[src/rtl/pcieifc_fifo_pkg.sv]
// Shared helpers for both sides of the PCIe interface async FIFO: pointer
// width and Gray/binary conversion. Narrower pointers are zero-extended and truncated at the call site.
package pcieifc_fifo_pkg;

    localparam int GRAY_MAX_W = 32;

    function automatic int ptr_width(input int addrsize);
        return addrsize + 1;
    endfunction

    function automatic logic [GRAY_MAX_W-1:0] bin2gray(input logic [GRAY_MAX_W-1:0] bin);
        return bin ^ (bin >> 1);
    endfunction

    // Leading zeros from zero-extension leave the low bits unaffected.
    function automatic logic [GRAY_MAX_W-1:0] gray2bin(input logic [GRAY_MAX_W-1:0] gray);
        logic [GRAY_MAX_W-1:0] bin;
        bin = gray;
        for (int i = GRAY_MAX_W - 2; i >= 0; i--) begin
            bin[i] = bin[i+1] ^ gray[i];
        end
        return bin;
    endfunction

endpackage

[src/rtl/pcieifc_sync2.sv]
// Width-parameterized two-flop synchronizer into the clk domain, with a
// synchronous active-high reset to zero.
module pcieifc_sync2 #(
    parameter int WIDTH = 1
) (
    input  logic             clk,
    input  logic             rst,
    input  logic [WIDTH-1:0] d,
    output logic [WIDTH-1:0] q
);

    logic [WIDTH-1:0] meta_q;
    logic [WIDTH-1:0] sync_q;

    // NOTE: sequential state uses non-blocking assignments so both stages sample the old values.
    always_ff @(posedge clk) begin
        if (rst) begin
            meta_q <= '0;
            sync_q <= '0;
        end else begin
            meta_q <= d;
            sync_q <= meta_q;
        end
    end

    assign q = sync_q;

endmodule

[src/rtl/pcieifc_fifo_rd_ctrl.sv]
// Read-side controller of the PCIe async FIFO with a first-word-fall-through output stage.
// Optional almost-empty flag: define PCIEIFC_FIFO_RD_AEMPTY_EN.
module pcieifc_fifo_rd_ctrl
    import pcieifc_fifo_pkg::*;
#(
    parameter int DATASIZE      = 8,
    parameter int ADDRSIZE      = 4,
    parameter int AEMPTY_THRESH = 2
) (
    input  logic                rclk,
    input  logic                rrst,
    input  logic [ADDRSIZE:0]   wptr_gray,
    output logic [ADDRSIZE-1:0] raddr,
    input  logic [DATASIZE-1:0] mem_rdata,
    output logic [DATASIZE-1:0] rd_data,
    output logic                rd_valid,
    input  logic                rd_ready,
    output logic [ADDRSIZE:0]   rptr_gray,
    output logic                rempty,
    output logic [ADDRSIZE:0]   rlevel
`ifdef PCIEIFC_FIFO_RD_AEMPTY_EN
    ,
    output logic                raempty
`endif
);

    localparam int PTR_W = ptr_width(ADDRSIZE);

    logic [PTR_W-1:0]    rq2_wptr;
    logic [PTR_W-1:0]    rq2_wbin;
    logic                pop;

    logic [PTR_W-1:0]    rbin_q,      rbin_d;
    logic [PTR_W-1:0]    rptr_gray_q, rptr_gray_d;
    logic                rempty_q,    rempty_d;
    logic [PTR_W-1:0]    rlevel_q,    rlevel_d;
    logic                rd_valid_q,  rd_valid_d;
    logic [DATASIZE-1:0] rd_data_q,   rd_data_d;
`ifdef PCIEIFC_FIFO_RD_AEMPTY_EN
    logic                raempty_q,   raempty_d;
`endif

    pcieifc_sync2 #(
        .WIDTH (PTR_W)
    ) u_wptr_sync (
        .clk (rclk),
        .rst (rrst),
        .d   (wptr_gray),
        .q   (rq2_wptr)
    );

    assign rq2_wbin = PTR_W'(gray2bin(GRAY_MAX_W'(rq2_wptr)));

    // NOTE: every always_comb output gets a default first so no path infers a latch.
    always_comb begin
        rbin_d     = rbin_q;
        rd_data_d  = rd_data_q;
        rd_valid_d = rd_valid_q;

        // The output stage reloads whenever it is empty or being drained this cycle.
        pop = !rempty_q && (!rd_valid_q || rd_ready);
        if (pop) begin
            rbin_d     = rbin_q + PTR_W'(1);
            rd_data_d  = mem_rdata;
            rd_valid_d = 1'b1;
        end else if (rd_valid_q && rd_ready) begin
            rd_valid_d = 1'b0;
        end

        // Flags look at the post-pop pointer so the draining pop sets rempty on its own edge.
        rptr_gray_d = PTR_W'(bin2gray(GRAY_MAX_W'(rbin_d)));
        rempty_d    = (rptr_gray_d == rq2_wptr);
        rlevel_d    = rq2_wbin - rbin_d;
`ifdef PCIEIFC_FIFO_RD_AEMPTY_EN
        raempty_d   = (rlevel_d <= PTR_W'(AEMPTY_THRESH));
`endif
    end

    always_ff @(posedge rclk) begin
        if (rrst) begin
            rbin_q      <= '0;
            rptr_gray_q <= '0;
            rempty_q    <= 1'b1;
            rlevel_q    <= '0;
            rd_valid_q  <= 1'b0;
            // NOTE: the data register is reset too, since a held word must be discarded on reset.
            rd_data_q   <= '0;
`ifdef PCIEIFC_FIFO_RD_AEMPTY_EN
            raempty_q   <= 1'b1;
`endif
        end else begin
            rbin_q      <= rbin_d;
            rptr_gray_q <= rptr_gray_d;
            rempty_q    <= rempty_d;
            rlevel_q    <= rlevel_d;
            rd_valid_q  <= rd_valid_d;
            rd_data_q   <= rd_data_d;
`ifdef PCIEIFC_FIFO_RD_AEMPTY_EN
            raempty_q   <= raempty_d;
`endif
        end
    end

    assign raddr     = rbin_q[ADDRSIZE-1:0];
    assign rd_data   = rd_data_q;
    assign rd_valid  = rd_valid_q;
    assign rptr_gray = rptr_gray_q;
    assign rempty    = rempty_q;
    assign rlevel    = rlevel_q;
`ifdef PCIEIFC_FIFO_RD_AEMPTY_EN
    assign raempty   = raempty_q;
`endif

endmodule

[config.mk]
export PLATFORM = sky130hd
export DESIGN_NAME = pcieifc_fifo_rd_ctrl
export DESIGN_NICKNAME = d
export VERILOG_FILES = /design/src/rtl/pcieifc_fifo_pkg.sv /design/src/rtl/pcieifc_sync2.sv /design/src/rtl/pcieifc_fifo_rd_ctrl.sv
export SDC_FILE = /design/constraint.sdc
export NUM_CORES = 1
export LEC_CHECK = 0
export CAP_MARGIN = 15
export CORE_ASPECT_RATIO = 1.4
export CORE_UTILIZATION = 42
export CTS_CLUSTER_SIZE = 16
export DETAILED_ROUTE_END_ITERATION = 10
export HOLD_SLACK_MARGIN = 0.06
export PLACE_DENSITY = 0.7
export SLEW_MARGIN = 0
export SYNTH_ARGS = -nofsm -noshare
export SYNTH_HDL_FRONTEND = slang
export SYNTH_SLANG_ARGS = --single-unit
[constraint.sdc]
create_clock -name rclk -period 2.95 [get_ports rclk]
set_input_delay 0.295 -clock rclk [delete_from_list [all_inputs] [get_ports rclk]]
set_output_delay 0.295 -clock rclk [all_outputs]
set_load 0.02 [all_outputs]
==> results of run 1 <==
## cell families (layout without fill, tap and decap cells)
family                     Yosys count  in the layout
AOI/OAI and AO/OA                   24             24
muxes                                2              2
buffers and inverters               11             55
adders and majority gates            6              6
and+or+nand+nor                     56             56
DFF                                 34             34
xor gates and xnor gates            22             22
## flip-flops by register name (all words and copies together) (netlist names)
name                cells
u_wptr_sync.meta_q      5
rd_valid                1
rptr_gray               4
rd_data                 8
rlevel                  5
rempty                  1
u_wptr_sync.q           5
rbin_q                  5
## layer usage
metal	vias to the layer above	track usage, %
met5	-	0
met4	0	11.1
met3	10	6.67
met2	43	33.1
met1	565	19.7
li1	595	-
## cells in the mapped netlist
library cell,number,area [sq um]
or3_1,1,6.26
mux2i_2,1,13.8
xnor2_1,10,87.6
and4_1,1,8.76
a31oi_1,1,6.26
nor3_1,2,10.0
buf_2,4,20.0
o31ai_1,1,7.51
a21oi_1,13,65.1
o221ai_1,1,8.76
clkinv_1,1,3.75
o31a_1,1,8.76
nand3_1,1,5.00
nor4b_4,1,23.8
a21o_1,3,22.5
nor3_2,1,10.0
dfxtp_1,34,681
a22oi_1,1,7.51
clkbuf_1,3,11.3
inv_1,2,7.51
nor2b_1,13,81.3
mux2i_1,1,10.0
xnor2_2,2,32.5
nand2_1,19,71.3
a41o_1,1,10.0
o21ai_0,2,10.0
nor2_1,14,52.6
nand4_1,1,6.26
or2b_1,1,7.51
buf_6,1,11.3
ha_1,5,62.6
fa_1,1,20.0
xnor3_1,2,45.0
and3_1,1,6.26
xor2_1,8,70.1
## cells in the final DEF, fill, tap and decap left out, types with 2 or more instances in the layout
cell type and count:
inv_1 2, ha_1 5, xnor2_1 10, buf_4 5, nand2_1 19, nor3_1 2, nor2_1 14, nor2b_1 13
xor2_1 8, a21o_1 3, xnor3_1 2, o21ai_0 2, clkdlybuf4s50_1 39, a21oi_1 13, xnor2_2 2, clkbuf_8 6
dfxtp_1 34
## power by group through the flow
| stage | registers (mW) | logic [mW] | clock network, mW |
|---|---|---|---|
| 2_1_floorplan | 0.697 | 0.401 | 0 |
| 3_3_place_gp | 0.615 | 0.738 | 0 |
| 3_5_place_dp | 0.622 | 0.760 | 0 |
| 4_1_cts | 0.611 | 0.765 | 0.359 |
| 5_1_grt | 0.620 | 0.834 | 0.382 |
| 6_report | 0.610 | 0.763 | 0.352 |
## worst reg2reg max path: stages, from the launching register on
cell	delay [ps]
dfxtp_1	360
xor2_1	220
xor2_1	260
xor2_1	400
xnor2_1	170
ha_1	160
inv_1	60
fa_1	410
a21o_1	170
a21oi_1	160
xor2_1	160
nor2_1	50
## final timing paths
| kind | end | slack (ps) |
|---|---|---|
| worst max-delay path | rlevel[4] | 240 |
| worst min-delay path | u_wptr_sync.q[2] | 440 |
| worst max register to register | rlevel[4] | 240 |
| worst min register to register | u_wptr_sync.q[2] | 440 |
## area by class of cell
cell class	count	area, sq um
inverter	3	11.3
multi-input combinational	110	777
sequential	34	681
tap	40	50.0
clock buffer	7	86.3
fill	306	1370
clock inverter	1	5.00
timing repair buffer	44	428
==> impl_metrics.ini, run 1 <==
[floorplanning]
die_height_um = 73.0
die_width_um = 52.7
row_count = 25
ios = 40
initial_utilization_pct = 44.3
die-area_sq_um = 3850
core_region_area_sq_um = 3410

[clock_network]
cts_buffers = 5
cts-htree-levels = 2
cts_hold_repair.buffers = 0
cts_sinks = 34
cts_max_path_buffers = 2
postCtsSetupBuffers = 0
clk_pin_slew_worst_paths_ps = 70
clk_root_buffer_cell = clkbuf_8
clock_insertion_delay_at_the_later_pin_of_the_skew_report_ps = 280
ctsResizeCount = 0
clock_tree_from_tritoncts = done

[worst_setup_path]
cp.buffers_inverters = 1
worst_setup_path_start_kind = register
critPathArrivalTime_ps = 2860
maximum_cell_stage_delay_along_the_critical_path_ps = 410
worst_ep_required_time_ps = 3100
timing.critical_path.mode_cell = xor2_1
cp_slowest_cell = fa_1
timing.rr.start = u_wptr_sync.q[4]
critPathMaxFanout = 3
critPathLaunch = u_wptr_sync.q[4]
worst_setup_path_end_kind = register
r2r.worst_path.cells = 11
cpLargestDelayFamily = XOR/XNOR gates
timing.critical_path.depth = 11
crit_chain = xor2_1 > xor2_1 > xor2_1 > xnor2_1 > ha_1 > inv_1 > fa_1 > a21o_1 > a21oi_1 > xor2_1 > nor2_1
path_class = register to register

[timing]
final.setup.tns_ps = 0
finalCriticalPeriod_ps = 2710
timing.final.crit_share_pct = 91.9
worst-slew-pin-transition_ps = 611
report.final.slew_viol_count = 0
finalSetupViolations = 0
max_freq_ghz = 0.369
rsz0062_at_grt = false
finalClockSkew_ps = 3.28
finalHoldWorstSlack_ps = 441
finalWorstSetupSlack_ps = 240
slew-limit-headroom_pct = 59.1
finalHoldViolations = 0

[synth]
post_synth_num_cell_types = 35
synth_seq_cells = 34
syn_area_sq_um = 1510
syn-num-nets = 177
synthMuxAreaShare_pct = 1.57
synthCells = 155
synth_sequential_area_ratio_pct = 45.0
synth_compound_gate_area_share_pct = 9.69
ys_warn_count = 0
synth_top_family_by_area = simple AND/OR/NAND/NOR gates
post_synthesis_area_per_instance_sq_um = 9.75
yosys.area_share.adder_pct = 5.46
yosys.area_share.simple_pct = 19.1
synthXorXnorAreaFrac_pct = 15.6

[power_and_ir_drop]
power_leakage_nw = 0.809
max-vdd-ir-drop_mv = 0.510
share_comb_of_total_power_pct = 44.2
power_frac_seq_pct = 35.4
clock_power_share_pct = 20.4
cellPowerDensity_nw_per_um2 = 846
swShare_pct = 35.7
internal_power_mw = 1.11
power.total_mw = 1.72
power.switching_uw = 616

[min_path]
hold_depth = 1
min_path_type = register to register
hold_path_startpoint = u_wptr_sync.meta_q[2]

[routing]
antenna_left = 0
drt_first_pass_iters = 4
dr_wl_met2_mm = 1.72
m1WireLength_mm = 1.24
num_vias = 1213
wl_per_cell_um = 13.5
route.final.wire_length_mm = 3.22
route.detailed.vias_per_inst = 5.08
wl_met3_um = 175
highest_routed_metal_layer = met4
drt_iter0_markers = 36
route.detailed.drc = 0

[grt]
grt_overflow_total = 0
wire_length_of_the_first_global_routing_pass_mm = 5.27
grt_antenna_before_repair = 0
grt_use_total_pct = 19.3
grt_start_max_net_pins = 19
grt_pass1_vias = 1206

[flow_run]
max_cap_violations = 0

[place]
io_buffers = 39
routabilityCongestion = 0.903
place.detailed.instances = 231
dpl.hpwl_mm = 2.35
placement.cell_area_sq_um = 1950
place_ws_ps = 241

[finish]
final_cell_count_no_fill = 239
insertedDiodeCount = 0
post-route-util_pct = 59.8
final_layout_size_suffix_gt1_share_pct = 8.54
fin_area_sq_um = 2040
area_growth_syn_to_layout_pct = 34.9
final_nets = 220

[status]
status = finished, final reports clean
Power figures use the tool's default switching activity.
==> run 2, diff against run 1 <==
Settings changed: SLEW_MARGIN 0 to default.
Clock period 2.95 ns to 2.5 ns, I/O delays scaled along.
==> run 2 against run 1 <==
Compared with the run above: flip-flop and latch count is the same; fmax grew 14%; highest routed layer unchanged; worst hold slack lost 7.0 ps; routed wire length grew 0.96%; core utilization grew 3.4 points; global-route usage shrank 0.077 points.
==> impl_metrics.ini, run 2 (synthesis gave the netlist of run 1 again) <==
[floorplanning]
core_region_area_sq_um = 3410
initial_utilization_pct = 44.3
die_height_um = 73.0
row_count = 25
die-area_sq_um = 3850
die_width_um = 52.7
ios = 40

[grt]
grt_overflow_total = 0
grt_use_total_pct = 19.2
grt_start_max_net_pins = 35
grt_antenna_before_repair = 0
wire_length_of_the_first_global_routing_pass_mm = 5.35
grt_pass1_vias = 1214

[power_and_ir_drop]
power_leakage_nw = 0.865
max-vdd-ir-drop_mv = 0.537
cellPowerDensity_nw_per_um2 = 1020

[timing]
finalWorstSetupSlack_ps = 125
finalCriticalPeriod_ps = 2370
timing.final.crit_share_pct = 95.0
slew-limit-headroom_pct = 73.8
finalClockSkew_ps = 3.61
finalSetupViolations = 0
finalHoldWorstSlack_ps = 434
report.final.slew_viol_count = 0
worst-slew-pin-transition_ps = 392
rsz0062_at_grt = true
finalHoldViolations = 0
max_freq_ghz = 0.421

[routing]
route.final.wire_length_mm = 3.25
drt_first_pass_iters = 4
num_vias = 1254
wl_per_cell_um = 13.1
route.detailed.vias_per_inst = 5.06
antenna_left = 0
drt_iter0_markers = 29
route.detailed.drc = 0

[clock_network]
clk_root_buffer_cell = clkbuf_8
cts-htree-levels = 2
clock_insertion_delay_at_the_later_pin_of_the_skew_report_ps = 280
cts_hold_repair.buffers = 0
clk_pin_slew_worst_paths_ps = 70
cts_max_path_buffers = 2
cts_buffers = 5
cts_sinks = 34
clock_tree_from_tritoncts = done

[place]
io_buffers = 39
place_ws_ps = -25.0
routabilityCongestion = 0.924
dpl.hpwl_mm = 2.31

[worst_setup_path]
critPathMaxFanout = 2
path_class = register to register
r2r.worst_path.cells = 11
worst_ep_required_time_ps = 2670
worst_setup_path_end_kind = register
regToRegSetupSlack_ps = 130
critPathArrivalTime_ps = 2540
worst_setup_path_start_kind = register

[finish]
area_growth_syn_to_layout_pct = 42.5
layout_commonest_cell = clkdlybuf4s50_1
final_layout_size_suffix_gt1_share_pct = 16.3
layout.filler_cells = 294
final_nets = 230
insertedDiodeCount = 0
largest_reg_flops = 8
layout_common_cells = clkdlybuf4s50_1, dfxtp_1, nand2_1, buf_4, nor2_1

[min_path]
min_path_type = register to register
hold_depth = 1

[status]
status = finished, final reports clean

[flow_run]
max_cap_violations = 0
## run 2: path summary, 6_finish.rpt
kind	start	to
worst max-delay path	u_wptr_sync.q[3]	rlevel[4]
worst min-delay path	u_wptr_sync.meta_q[4]	u_wptr_sync.q[4]
worst max register to register	u_wptr_sync.q[3]	rlevel[4]
worst min register to register	u_wptr_sync.meta_q[4]	u_wptr_sync.q[4]
## run 2: metal layers
| metal | GRT usage [%] | vias up | part of all wire, % |
|---|---|---|---|
| met5 | 0 | - | 0 |
| li1 | - | 612 | - |
| met3 | 5.00 | 6 | 4.6 |
| met1 | 20.7 | 597 | 39 |
| met2 | 33.9 | 39 | 54 |
| met4 | 8.77 | 0 | 1.7 |
## run 2: critical path, stage by stage (launching register included)
cell	delay, ps
dfxtp_2	370
xor2_2	160
xor2_1	250
xor2_1	250
xnor2_1	150
ha_2	190
inv_2	40
fa_2	330
a21o_1	170
a21oi_2	130
xor2_1	150
nor2_1	50
## run 2: cell type report
class                      instances  area (sq um)  share of cell area, %
clock inverter                     1          30.0                   1.39
sequential                        34           683                   31.7
tap                               40          50.0                   2.32
inverter                           3          11.3                  0.523
timing repair buffer              54           503                   23.4
multi-input combinational        110           793                   36.8
clock buffer                       6          82.6                   3.83
## run 2: stage by stage
stage / instance area (sq um) / total power, mW / instances / setup TNS, ps / utilization [%]
6_report: 2150 / 2.20 / 248 / 0 / 63.2
5_1_grt: 2150 / 2.34 / 248 / -13.3 / 63.2
4_1_cts: 2130 / 2.20 / 247 / 0 / 62.6
3_5_place_dp: 1990 / 1.68 / 237 / -25.0 / 58.4
3_3_place_gp: 1990 / 1.65 / 237 / 0 / 58.4
2_1_floorplan: 1510 / 1.30 / 155 / 0 / -
## run 2: power by group
group	switching, mW	leakage, nW	internal [mW]
Clock	0.193	0.0573	0.319
Sequential	0.0488	0.281	0.647
Combinational	0.498	0.527	0.499
Total	0.740	0.865	1.47
## run 2: what timing repair did
action,CTS,global route
pin swaps,2,4
gates cloned,0,0
hold endpoints to repair,0,0
setup endpoints to repair,1,1
resized for setup,1,6
setup buffers,3,1
==> run 3, diff against run 2 <==
Settings changed: CORE_UTILIZATION 42 to 30, PLACE_DENSITY 0.7 to 0.53.
==> run 3 against run 2 <==
Compared with the run above: worst hold slack better by 0.85 ps; final area up 3.1%; non-clock buffer count up 4; combinational power about the same; setup slack worse by 65 ps; critical path depth unchanged; global-route usage down 5.0 points; cell count up 12%; critical path type unchanged; critical endpoint unchanged; largest power group unchanged.
==> impl_metrics.ini, run 3 (synthesis gave the netlist of run 1 again) <==
[floorplanning]
die_height_um = 86.0
die_width_um = 62.0
row_count = 30
ios = 40
core_region_area_sq_um = 4840
die-area_sq_um = 5330
initial_utilization_pct = 31.2

[worst_setup_path]
timing.rr.start = u_wptr_sync.q[3]
path_class = register to register
worst_setup_path_start_kind = register
timing.critical_path.mode_cell = xor2_1
maximum_cell_stage_delay_along_the_critical_path_ps = 370
critPathMaxFanout = 2
cp_slowest_cell = dfxtp_4
regToRegSetupSlack_ps = 60
crit_chain = xor2_4 > xor2_2 > xor2_1 > xnor2_1 > ha_2 > inv_1 > fa_2 > a21o_1 > a21oi_2 > xor2_1 > nor2_1
critPathArrivalTime_ps = 2610
worst_setup_path_end_kind = register
crit-reg2reg-capture = rlevel[4]
r2r.worst_path.cells = 11
worst_ep_required_time_ps = 2670

[timing]
timing.final.crit_share_pct = 97.6
slew-limit-headroom_pct = 74.1
max_freq_ghz = 0.410
report.final.slew_viol_count = 0
finalHoldViolations = 0
finalCriticalPeriod_ps = 2440
finalClockSkew_ps = 4.36
worst-slew-pin-transition_ps = 388
final.setup.tns_ps = 0
finalSetupViolations = 0

[routing]
drt_iter0_markers = 24
num_vias = 1269
wl_per_cell_um = 12.7
route.detailed.vias_per_inst = 4.58
antenna_left = 0
route.final.wire_length_mm = 3.52
route.detailed.drc = 0
drt_first_pass_iters = 4

[finish]
fin_area_sq_um = 2220
insertedDiodeCount = 0
layout_commonest_cell = clkdlybuf4s50_1
area_growth_syn_to_layout_pct = 46.9
layout_common_cells = clkdlybuf4s50_1, dfxtp_1, nand2_1, buf_4, nor2_1
final_nets = 234
final_layout_size_suffix_gt1_share_pct = 18.3
seq_area_sq_um = 688
layout.filler_cells = 476
largest_reg_flops = 8
post-route-util_pct = 45.8
multi_input_area_sq_um = 812

[clock_network]
cts-htree-levels = 2
cts_hold_repair.buffers = 0
cts_buffers = 5
clk_pin_slew_worst_paths_ps = 70
clock_insertion_delay_at_the_later_pin_of_the_skew_report_ps = 290
cts_sinks = 34
clock_tree_from_tritoncts = done
clk_root_buffer_cell = clkbuf_8
cts_max_path_buffers = 2

[place]
dpl.hpwl_mm = 2.46
placement.cell_area_sq_um = 2020
routabilityCongestion = 0.888
io_buffers = 39

[grt]
grt_pass1_vias = 1279
wire_length_of_the_first_global_routing_pass_mm = 5.40
grt_antenna_before_repair = 0
grt_use_total_pct = 14.2
grt_overflow_total = 0
grt_start_max_net_pins = 35

[flow_run]
max_cap_violations = 0

[min_path]
hold_depth = 1
min_path_type = register to register
min_delay_worst_endpoint = u_wptr_sync.q[3]
hold_path_startpoint = u_wptr_sync.meta_q[3]

[status]
status = finished, final reports clean

[power_and_ir_drop]
max-vdd-ir-drop_mv = 0.397
power_leakage_nw = 0.878
power.total_mw = 2.12
cellPowerDensity_nw_per_um2 = 955
==> run 3: repair_timing <==
| action | in CTS | in global routing |
|---|---|---|
| buffers inserted | 4 | 4 |
| pin swaps | 1 | 4 |
| endpoints found under the setup margin | 1 | 2 |
| resized for setup | 0 | 10 |
==> run 3: how the worst max path moves through the flow <==
stage | startpoint | to | slack, ps | cells past startpoint
final | u_wptr_sync.q[3] | rlevel[4] | 60 | 11
after floorplan | u_wptr_sync.q[4] | rlevel[4] | 30 | 11
after detailed placement | u_wptr_sync.q[4] | rlevel[4] | -20 | 11
after CTS | u_wptr_sync.q[4] | rlevel[4] | 4 | 11
after global routing | u_wptr_sync.q[3] | rlevel[4] | -110 | 11
after global placement | rd_ready | rlevel[4] | 60 | 11
==> run 3: where the power goes <==
group / leakage, nW / internal, mW / switching, mW
combinational: 0.549 / 0.503 / 0.505
sequential: 0.281 / 0.646 / 0.0528
clock: 0.0472 / 0.221 / 0.193
total: 0.878 / 1.37 / 0.750
==> run 3: worst max-delay path: cells and delay by family (launching register included) <==
family | cells | cell delay (ps)
AO/OA/AOI/OAI | 2 | 350
AND/OR/NAND/NOR | 1 | 40
XOR/XNOR | 5 | 930
buffers and inverters | 1 | 60
flip-flops | 1 | 370
adder cells (fa/ha/maj) | 2 | 560
==> run 3: cell type report <==
class                           count  share of cell area, %
Clock buffer                        6                   3.72
Clock inverter                      2                  0.564
Inverter                            3                  0.507
Multi-Input combinational cell    110                   36.6
Sequential cell                    34                   31.0
Tap cell                           64                   3.61
Timing Repair Buffer               58                   24.0
==> run 3: through the flow <==
step	hold slack (ps)	setup slack, ps	instances
2_1_floorplan	322	30.0	155
3_3_place_gp	422	61.5	261
6_report	435	60.2	277
3_5_place_dp	421	-15.4	261
5_1_grt	456	-107	277
4_1_cts	438	4.06	273
==> run 3: metal layers <==
metal	up-vias	GRT usage [%]	routed length (um)
met5	-	0	0
met4	0	7.27	155
li1	623	-	-
met2	53	24.7	1830
met1	578	13.6	1290
met3	15	5.88	246
